File: src/rtl/mpi_arb_pkg.sv
// Shared widths, FSM encoding and command record for the two-requester memory arbiter.
package mpi_arb_pkg;

    localparam int ADDR_W             = 15;
    localparam int DATA_W             = 64;
    localparam int RD_TIMEOUT_DEFAULT = 1024;
    localparam int CNT_W              = 16;

    typedef enum logic [1:0] {
        ST_IDLE    = 2'd0,
        ST_ISSUE   = 2'd1,
        ST_WAIT_RD = 2'd2
    } state_t;

    // One captured command: read flag, address and write data.
    typedef struct packed {
        logic              rd;
        logic [ADDR_W-1:0] addr;
        logic [DATA_W-1:0] data;
    } cmd_t;

endpackage

File: src/rtl/mpi_arb_slot.sv
// One-entry pending command slot: captures a requester strobe, clears when granted,
// and flags a discarded command when it is already occupied.
module mpi_arb_slot
    import mpi_arb_pkg::*;
(
    input  logic              clk,
    input  logic              rst_n,
    input  logic              cs,
    input  logic              rden,
    input  logic [ADDR_W-1:0] addr,
    input  logic [DATA_W-1:0] data_wr,
    input  logic              grant,
    output logic              valid,
    output cmd_t              cmd,
    output logic              drop
);

    logic valid_reg;
    logic drop_reg;
    cmd_t cmd_reg;
    logic load;

    // A slot being emptied on this edge can accept the new command in the same edge.
    assign load = cs & (~valid_reg | grant);

    // Capture, clear on grant, and one-cycle drop pulse for a command that found the slot full.
    always_ff @(posedge clk or negedge rst_n) begin
        if (!rst_n) begin
            valid_reg <= 1'b0;
            drop_reg  <= 1'b0;
            cmd_reg   <= '0;
        end else begin
            drop_reg <= cs & valid_reg & ~grant;
            if (load) begin
                valid_reg    <= 1'b1;
                cmd_reg.rd   <= rden;
                cmd_reg.addr <= addr;
                cmd_reg.data <= data_wr;
            end else if (grant) begin
                valid_reg <= 1'b0;
            end
        end
    end

    assign valid = valid_reg;
    assign cmd   = cmd_reg;
    assign drop  = drop_reg;

endmodule

File: src/rtl/mpi_arb.sv
// Two-requester round-robin arbiter onto a single memory port with one transaction
// outstanding and a read-return timeout.
module mpi_arb
    import mpi_arb_pkg::*;
#(
    parameter int RD_TIMEOUT = RD_TIMEOUT_DEFAULT
) (
    input  logic              clk,
    input  logic              rst_n,
    // requester 0
    input  logic              m0_cs,
    input  logic              m0_wren,
    input  logic              m0_rden,
    input  logic [ADDR_W-1:0] m0_addr,
    input  logic [DATA_W-1:0] m0_data_wr,
    output logic              m0_rd_rdy,
    output logic [DATA_W-1:0] m0_data_rd,
    output logic              m0_busy,
    output logic              m0_drop,
    // requester 1
    input  logic              m1_cs,
    input  logic              m1_wren,
    input  logic              m1_rden,
    input  logic [ADDR_W-1:0] m1_addr,
    input  logic [DATA_W-1:0] m1_data_wr,
    output logic              m1_rd_rdy,
    output logic [DATA_W-1:0] m1_data_rd,
    output logic              m1_busy,
    output logic              m1_drop,
    // shared memory port
    output logic              s_cs,
    output logic              s_wren,
    output logic              s_rden,
    output logic [ADDR_W-1:0] s_addr,
    output logic [DATA_W-1:0] s_data_wr,
    input  logic              s_rd_rdy,
    input  logic [DATA_W-1:0] s_data_rd,
    output logic              rd_timeout
);

    localparam logic [CNT_W-1:0] TO_LAST = CNT_W'(RD_TIMEOUT - 1);

    // The command type is decided by rden alone, so wren carries no information.
    logic unused_wren;
    assign unused_wren = m0_wren ^ m1_wren;

    logic [1:0]        cs_vec;
    logic [1:0]        rden_vec;
    logic [ADDR_W-1:0] addr_vec [2];
    logic [DATA_W-1:0] data_vec [2];
    logic [1:0]        slot_valid;
    logic [1:0]        slot_drop;
    logic [1:0]        grant_vec;
    cmd_t              slot_cmd [2];

    assign cs_vec      = {m1_cs, m0_cs};
    assign rden_vec    = {m1_rden, m0_rden};
    assign addr_vec[0] = m0_addr;
    assign addr_vec[1] = m1_addr;
    assign data_vec[0] = m0_data_wr;
    assign data_vec[1] = m1_data_wr;

    genvar gi;
    generate
        for (gi = 0; gi < 2; gi++) begin : g_slot
            mpi_arb_slot u_slot (
                .clk     (clk),
                .rst_n   (rst_n),
                .cs      (cs_vec[gi]),
                .rden    (rden_vec[gi]),
                .addr    (addr_vec[gi]),
                .data_wr (data_vec[gi]),
                .grant   (grant_vec[gi]),
                .valid   (slot_valid[gi]),
                .cmd     (slot_cmd[gi]),
                .drop    (slot_drop[gi])
            );
        end
    endgenerate

    assign m0_busy = slot_valid[0];
    assign m1_busy = slot_valid[1];
    assign m0_drop = slot_drop[0];
    assign m1_drop = slot_drop[1];

    state_t            state_reg;
    logic              last_grant_reg;
    logic              owner_reg;
    logic [CNT_W-1:0]  cnt_reg;
    logic              s_cs_reg;
    logic              s_rden_reg;
    logic              s_wren_reg;
    logic [ADDR_W-1:0] s_addr_reg;
    logic [DATA_W-1:0] s_data_wr_reg;
    logic [1:0]        rd_rdy_reg;
    logic [DATA_W-1:0] data_rd_reg [2];
    logic              rd_timeout_reg;

    logic pick;
    cmd_t sel_cmd;

    // Winner selection: alternate when both are pending, otherwise take whichever is pending.
    always_comb begin
        pick = 1'b0;
        if (&slot_valid) begin
            pick = ~last_grant_reg;
        end else begin
            pick = ~slot_valid[0];
        end
        grant_vec = 2'b00;
        if (state_reg == ST_IDLE && |slot_valid) begin
            grant_vec = pick ? 2'b10 : 2'b01;
        end
        sel_cmd = slot_cmd[pick];
    end

    // Transaction sequencer: issue one command, then wait for its read data or give up.
    always_ff @(posedge clk or negedge rst_n) begin
        if (!rst_n) begin
            state_reg      <= ST_IDLE;
            last_grant_reg <= 1'b1;
            owner_reg      <= 1'b0;
            cnt_reg        <= '0;
            s_cs_reg       <= 1'b0;
            s_rden_reg     <= 1'b0;
            s_wren_reg     <= 1'b0;
            s_addr_reg     <= '0;
            s_data_wr_reg  <= '0;
            rd_rdy_reg     <= 2'b00;
            data_rd_reg[0] <= '0;
            data_rd_reg[1] <= '0;
            rd_timeout_reg <= 1'b0;
        end else begin
            rd_rdy_reg     <= 2'b00;
            rd_timeout_reg <= 1'b0;
            case (state_reg)
                ST_IDLE: begin
                    if (|slot_valid) begin
                        s_cs_reg       <= 1'b1;
                        s_rden_reg     <= sel_cmd.rd;
                        s_wren_reg     <= ~sel_cmd.rd;
                        s_addr_reg     <= sel_cmd.addr;
                        s_data_wr_reg  <= sel_cmd.data;
                        owner_reg      <= pick;
                        last_grant_reg <= pick;
                        state_reg      <= ST_ISSUE;
                    end
                end
                ST_ISSUE: begin
                    s_cs_reg <= 1'b0;
                    if (s_rden_reg) begin
                        cnt_reg   <= '0;
                        state_reg <= ST_WAIT_RD;
                    end else begin
                        state_reg <= ST_IDLE;
                    end
                end
                ST_WAIT_RD: begin
                    cnt_reg <= cnt_reg + 1'b1;
                    if (s_rd_rdy) begin
                        data_rd_reg[owner_reg] <= s_data_rd;
                        rd_rdy_reg[owner_reg]  <= 1'b1;
                        state_reg              <= ST_IDLE;
                    end else if (cnt_reg == TO_LAST) begin
                        rd_timeout_reg <= 1'b1;
                        state_reg      <= ST_IDLE;
                    end
                end
                default: begin
                    s_cs_reg  <= 1'b0;
                    state_reg <= ST_IDLE;
                end
            endcase
        end
    end

    assign s_cs       = s_cs_reg;
    assign s_rden     = s_rden_reg;
    assign s_wren     = s_wren_reg;
    assign s_addr     = s_addr_reg;
    assign s_data_wr  = s_data_wr_reg;
    assign m0_rd_rdy  = rd_rdy_reg[0];
    assign m1_rd_rdy  = rd_rdy_reg[1];
    assign m0_data_rd = data_rd_reg[0];
    assign m1_data_rd = data_rd_reg[1];
    assign rd_timeout = rd_timeout_reg;

endmodule

File: config.mk
export PLATFORM = sky130hd
export DESIGN_NAME = mpi_arb
export DESIGN_NICKNAME = d
export VERILOG_FILES = /design/src/rtl/mpi_arb_pkg.sv /design/src/rtl/mpi_arb_slot.sv /design/src/rtl/mpi_arb.sv
export SDC_FILE = /design/constraint.sdc
export NUM_CORES = 1
export LEC_CHECK = 0
export BUFFER_PORTS_ARGS = -buffer_cell sky130_fd_sc_hd__buf_2
export CAP_MARGIN = 30
export CORE_ASPECT_RATIO = 1.5
export CORE_UTILIZATION = 34
export CTS_BUF_LIST = sky130_fd_sc_hd__clkbuf_8
export DETAILED_ROUTE_END_ITERATION = 12
export SLEW_MARGIN = 20
export SYNTH_ARGS = -nofsm -noshare
export SYNTH_HDL_FRONTEND = slang
export SYNTH_SLANG_ARGS = --single-unit
File: constraint.sdc
create_clock -name clk -period 2.8 [get_ports clk]
set_clock_uncertainty 0.2 [all_clocks]
set_input_delay 0.42 -clock clk [delete_from_list [all_inputs] [get_ports clk]]
set_output_delay 0.42 -clock clk [all_outputs]
set_load 0.02 [all_outputs]
**Word-level counts from Yosys, hierarchy flattened**

Cells that the tools add are included.

- Add/subtract/negate cells: 1
- $lt $le $gt $ge: 5
- Eq/ne operators: 6
- Mux-type cells: 29
- Bitwise operators: 17
- Reductions and logical operators: 14

Operators by type and width:

| kind | number |
|---|---|
| 2-to-1 mux 80 bit | 3 |
| bitwise mux 128 bit | 1 |
| demux 64 bit (select 1 bit) | 1 |
| 2-to-1 mux 64 bit | 1 |
| case mux 16 bit (2 select lines) | 1 |
| adder 16 x 1 -> 16 bit (second input constant) | 1 |
| == test 16 x 10 -> 1 bit (second input constant) | 1 |
| 2-to-1 mux 16 bit | 1 |
| 2-to-1 mux 2 bit | 8 |
| AND reduction 2 bit | 6 |
| 2-to-1 mux 1 bit | 10 |
| NOT 1 bit | 7 |
| bitwise AND 1 bit | 6 |
| case mux 2 bit (3 select lines) | 1 |
| nonzero test 2 bit | 3 |
| greater-or-equal comparator 2 bit (second input constant) | 2 |
| NOT 1 -> 2 bit | 2 |
| logical AND 1 bit | 3 |
| inequality test 3 bit (second input constant) | 1 |
| == test 2 x 1 -> 1 bit (second input constant) | 1 |
| == test 2 bit (second input constant) | 1 |
| logical NOT 2 bit | 1 |
| less-than comparator 1 x 2 -> 1 bit (second input constant) | 1 |
| less-than comparator 2 x 1 -> 1 bit (second input constant) | 1 |
| other kinds (7) | 8 |

- Flip-flop bits (word level): 397
- Input bits: 231
- Output and inout port bits: 217
- Word-level logic and storage cells: 95

**Logic depth before layout (Yosys ltp)**

- Depth in word-level cells: 7
- Gate-level depth with buffers: 7
- Mapped depth without buffers: 5

**By module**

A second synthesis with hierarchy kept.

- Cells, all modules: 1003
- Area, all modules: 15849.0 um2

Modules (own cells, without submodules):

| module | times used | cells an instance | area each (um2) | seq. area each (um2) |
|---|---|---|---|---|
| mpi_arb | 1 | 653 | 9615.5 | 5831.8 |
| mpi_arb_slot | 2 | 175 | 3116.7 | 2052.0 |

**Least setup slack after synthesis**

OpenSTA, ideal clock, no wires.

- Kind: reg2reg
- Start point: register g_slot[0].u_slot.valid_reg
- End point: register g_slot[1].u_slot.cmd_reg, in the netlist g_slot[1].u_slot.cmd[0]
- Library setup time: 125 ps
- Data arrival time: 1707 ps
- Required time: 2475 ps
- Path slack: 768 ps
- Cell stages (with the launch flop): 7
- Buffers on the path: 2
- Clock period less this slack: 2032 ps
- Cells stage by stage: dfrtp_1 -> nand2_1 -> and3_1 -> buf_2 -> o21ai_2 -> buf_2 -> mux2_2

- Longest elaborated chain between the ends: 6
- Elaborated cells on any way between the ends: 9
- Those cells by class: mux: 3; bitwise: 3; reduce/logical: 3

RTL lines:

| what | line | text |
|---|---|---|
| start: declaration | mpi_arb_slot.sv:18 | `logic valid_reg;` |
| start signal: assignment | mpi_arb_slot.sv:29 | `valid_reg <= 1'b0;` |
| start signal: assignment | mpi_arb_slot.sv:35 | `valid_reg <= 1'b1;` |
| start signal: assignment | mpi_arb_slot.sv:40 | `valid_reg <= 1'b0;` |
| AND reduction 2 bit / NOT 1 bit (equally long branches) | mpi_arb.sv:105, mpi_arb.sv:108 |  |
| 2-to-1 mux 1 bit | mpi_arb.sv:105 | `if (&slot_valid) begin` |
| 2-to-1 mux 2 bit | mpi_arb.sv:112 | `grant_vec = pick ? 2'b10 : 2'b01;` |
| 2-to-1 mux 2 bit * | mpi_arb.sv:111 | `if (state_reg == ST_IDLE && \|slot_valid) begin` |
| bitwise OR 1 bit * | mpi_arb_slot.sv:24 | `assign load = cs & (~valid_reg \| grant);` |
| bitwise AND 1 bit * | mpi_arb_slot.sv:24 |  |
| end: declaration | mpi_arb_slot.sv:20 | `cmd_t cmd_reg;` |

Mark *: on every way between the ends. The rest lies on a longest branch, timed or not.
A chain may end at the register's enable or synchronous reset.

**Worst setup path after layout**

- Start point: register state_reg[0]
- End point: register g_slot[0].u_slot.cmd_reg, in the netlist g_slot[0].u_slot.cmd[40]

- Longest elaborated chain between the ends: 5

RTL lines:

| what | line | text |
|---|---|---|
| start: declaration | mpi_arb.sv:86 | `state_t state_reg;` |
| start signal: assignment | mpi_arb.sv:120 | `state_reg <= ST_IDLE;` |
| start signal: assignment | mpi_arb.sv:146 | `state_reg <= ST_ISSUE;` |
| start signal: assignment | mpi_arb.sv:153 | `state_reg <= ST_WAIT_RD;` |
| logical NOT 2 bit | mpi_arb.sv:111 |  |
| logical AND 1 bit | mpi_arb.sv:111 |  |
| 2-to-1 mux 2 bit | mpi_arb.sv:111 |  |
| bitwise OR 1 bit | mpi_arb_slot.sv:24 |  |
| bitwise AND 1 bit | mpi_arb_slot.sv:24 |  |
| end: declaration | mpi_arb_slot.sv:20 |  |

No other way between the ends.

==> qor.yml <==
status: "complete, no violations"
ys_warn_count: 0
synth.cell_area_sq_mm: 0.01517
insertion_delay_ns: 0.62
cell_internal_pwr_mw: 15.82
cts_buffers: 60
setup_viol: 0
clockPowerShare: 0.192
crit_path_end_kind: "flip-flop"
slew_headroom: 0.5890
pre_cts_ws_ns: 0.5412
grt_max_degree: 80
path_cells: "nor2_1 -> and3_4 -> o21ai_4 -> buf_12 -> buf_12 -> mux2_2"
grt_overflow: 0
crit_buf_inv: 2
syn_inst: 1020
hp-class: "in -> async"
critPathTopFamily: "simple AND/OR/NAND/NOR gates"
critPathKind: "reg -> reg"
num-fill-cells: 3819
wl_microns: 42140
area_growth_pct: 43.39
cts_tree: "built"
crit_required_ns: 3.07
critPathArrivalTime_ns: 2.53
dr_total_vias: 11300
drc: 0
globalplace.congestion: 0.7699
rr_worst_depth: 6
largest_reg_flops: 160
core_region_area_sq_mm: 0.04399
seqPwrFrac: 0.396
power.density_mw_per_mm2: 1162
r2r-end: "g_slot[0].u_slot.cmd[40]"
portBuffers: 445
rrSetupSlack_ns: 0.55
crit_slowest_cell: "dfrtp_1"
drive_gt1_frac: 0.4784
antenna_found_initial: 1
fin_crit_sh: 0.8052
comb_power_share: 0.412
syn_avg_cell_area_sq_um: 14.87
crit_path_start_kind: "flip-flop"
crit_fanout: 35
seq_area_frac_synth: 0.6549
p_sw_frac: 0.3740
layout_setup_ws_ns: 0.5453
synth_seq_cells: 397
io_pins: 448
initial_core_util: 0.3449
cts_root_buf: "clkbuf_8"
rsz0062_at_grt: "false"
avgRoutedWirePerCell_microns: 18.03
clkTransAtPathRegs_ns: 0.06
p_total_mw: 25.28
cts_max_path_buffers: 3
grt_usage: 0.1834
crit_top_cell: "buf_12"
hold_violations: 0
slew_violations: 0
detail-route-antenna-nets: 0
critical-path-max-stage-delay_ns: 0.44
synth.area.top_cells: "dfrtp_1 (65%), mux2_2 (20%), a222oi_1 (5.2%)"
dr.pass1.iters: 6
synth_top_area_share: 0.6531
netlist_top_cells_count: "dfrtp_1 (396), mux2_2 (274), inv_1 (86), a222oi_1 (79), buf_2 (34)"
rr_startpoint: "state_reg[0]"
ir_worst_vdd_v: 0.0006223
min_period_ns: 2.255
syn-num-nets: 1252
cts_htree_levels: 2
die_h_microns: 260.7
row_count: 94
yosysMostFrequentCell: "dfrtp_1"
cts_resized: 0
viasPerCell: 4.834
drt_iter0_drc: 603
synth_flop_cell: "dfrtp_1"
tns_ns: 0
grt_pass1_wl_microns: 66030
p_leak_nw: 10.72
synth_edf_count: 0
die_x_microns: 174.5
async_reset_ff_frac: 1.000
cts_sinks: 397
dpl.hpwl_microns: 27260
layout.nets: 1949
switchingPower_mw: 9.452
grt_pass1_vias: 12520
maxCapViolCount: 0
worstMarginPinSlew_ns: 0.6165
synth_largest_area_cell: "dfrtp_1"
die_area_sq_mm: 0.04549
max_freq_mhz: 443.5
synth_cell_type_count: 33
## logic make-up after synthesis
kind of cell	after synthesis	share of synthesized area
mux	293	0.2171
flops	397	0.6549
fa+ha+maj	1	0.0008245
buf+inv	149	0.03967
simple gates	71	0.02317
compound gates	109	0.06441
## per-layer routing
layer,up-vias,global-route usage,wire (microns)
li1,5085,-,-
met1,5658,0.1981,15500
met2,453,0.3363,22070
met3,102,0.04487,2968
met4,0,0.08260,1600
met5,-,0,0
## cell usage in the layout, fill, tap and decap left out, drive strengths merged, types with 14 or more instances in the layout
master	n
nor2	14
nand2	22
dlygate4sd3	228
mux2	288
dfrtp	396
buf	470
a222oi	79
clkbuf	73
inv	102
## worst max path at each step
| stage | start | endpoint | slack, ns | cells past startpoint |
|---|---|---|---|---|
| after floorplan | g_slot[0].u_slot.valid | g_slot[1].u_slot.cmd[0] | 0.77 | 6 |
| after global placement | state_reg[0] | g_slot[0].u_slot.cmd[16] | 0.58 | 6 |
| after detailed placement | state_reg[0] | g_slot[0].u_slot.cmd[51] | 0.54 | 6 |
| after CTS | state_reg[0] | g_slot[0].u_slot.cmd[40] | 0.52 | 6 |
| after global routing | state_reg[0] | g_slot[0].u_slot.cmd[40] | 0.44 | 6 |
| final | state_reg[0] | g_slot[0].u_slot.cmd[40] | 0.55 | 6 |
## worst reg2reg max path: stages, from the launching register on
cell and delay (ns):
dfrtp_1 0.44, nor2_1 0.39, and3_4 0.31, o21ai_4 0.07, buf_12 0.18, buf_12 0.19
mux2_2 0.35
## cell type report
cell class / instances / area (sq um) / share of cell area
Clock buffer: 73 / 1005 / 0.04618
Inverter: 86 / 322.8 / 0.01484
Tap cell: 576 / 720.7 / 0.03313
Clock inverter: 32 / 220.2 / 0.01012
Sequential cell: 397 / 9936 / 0.4567
Antenna cell: 1 / 2.502 / 0.0001150
Timing Repair Buffer: 698 / 4857 / 0.2233
Multi-Input combinational cell: 474 / 4691 / 0.2156
## power by group through the flow
stage / logic (mW) / clock network [mW] / registers [mW]
2_1_floorplan: 4.94 / 0 / 11.6
3_3_place_gp: 10.1 / 0 / 9.93
3_5_place_dp: 10.3 / 0 / 10.1
4_1_cts: 10.6 / 5.02 / 10.0
5_1_grt: 11.2 / 5.24 / 10.4
6_report: 10.4 / 4.84 / 10.0
## what timing repair did
action	4_1_cts	5_1_grt
buffers inserted	0	0
hold endpoints to repair	351	0
hold buffers	228	0
## metrics by stage
stage	utilization	cells	cell area (sq um)	hold slack, ns
floorplan	-	1020	15170	-0.07559
global placement	0.4148	2003	18250	0.2311
detailed placement	0.4148	2003	18250	0.2455
CTS	0.4945	2336	21750	0.1533
global route	0.4946	2337	21750	0.2114
finish	0.4946	2337	21750	0.1602
Power figures use the tool's default switching activity.
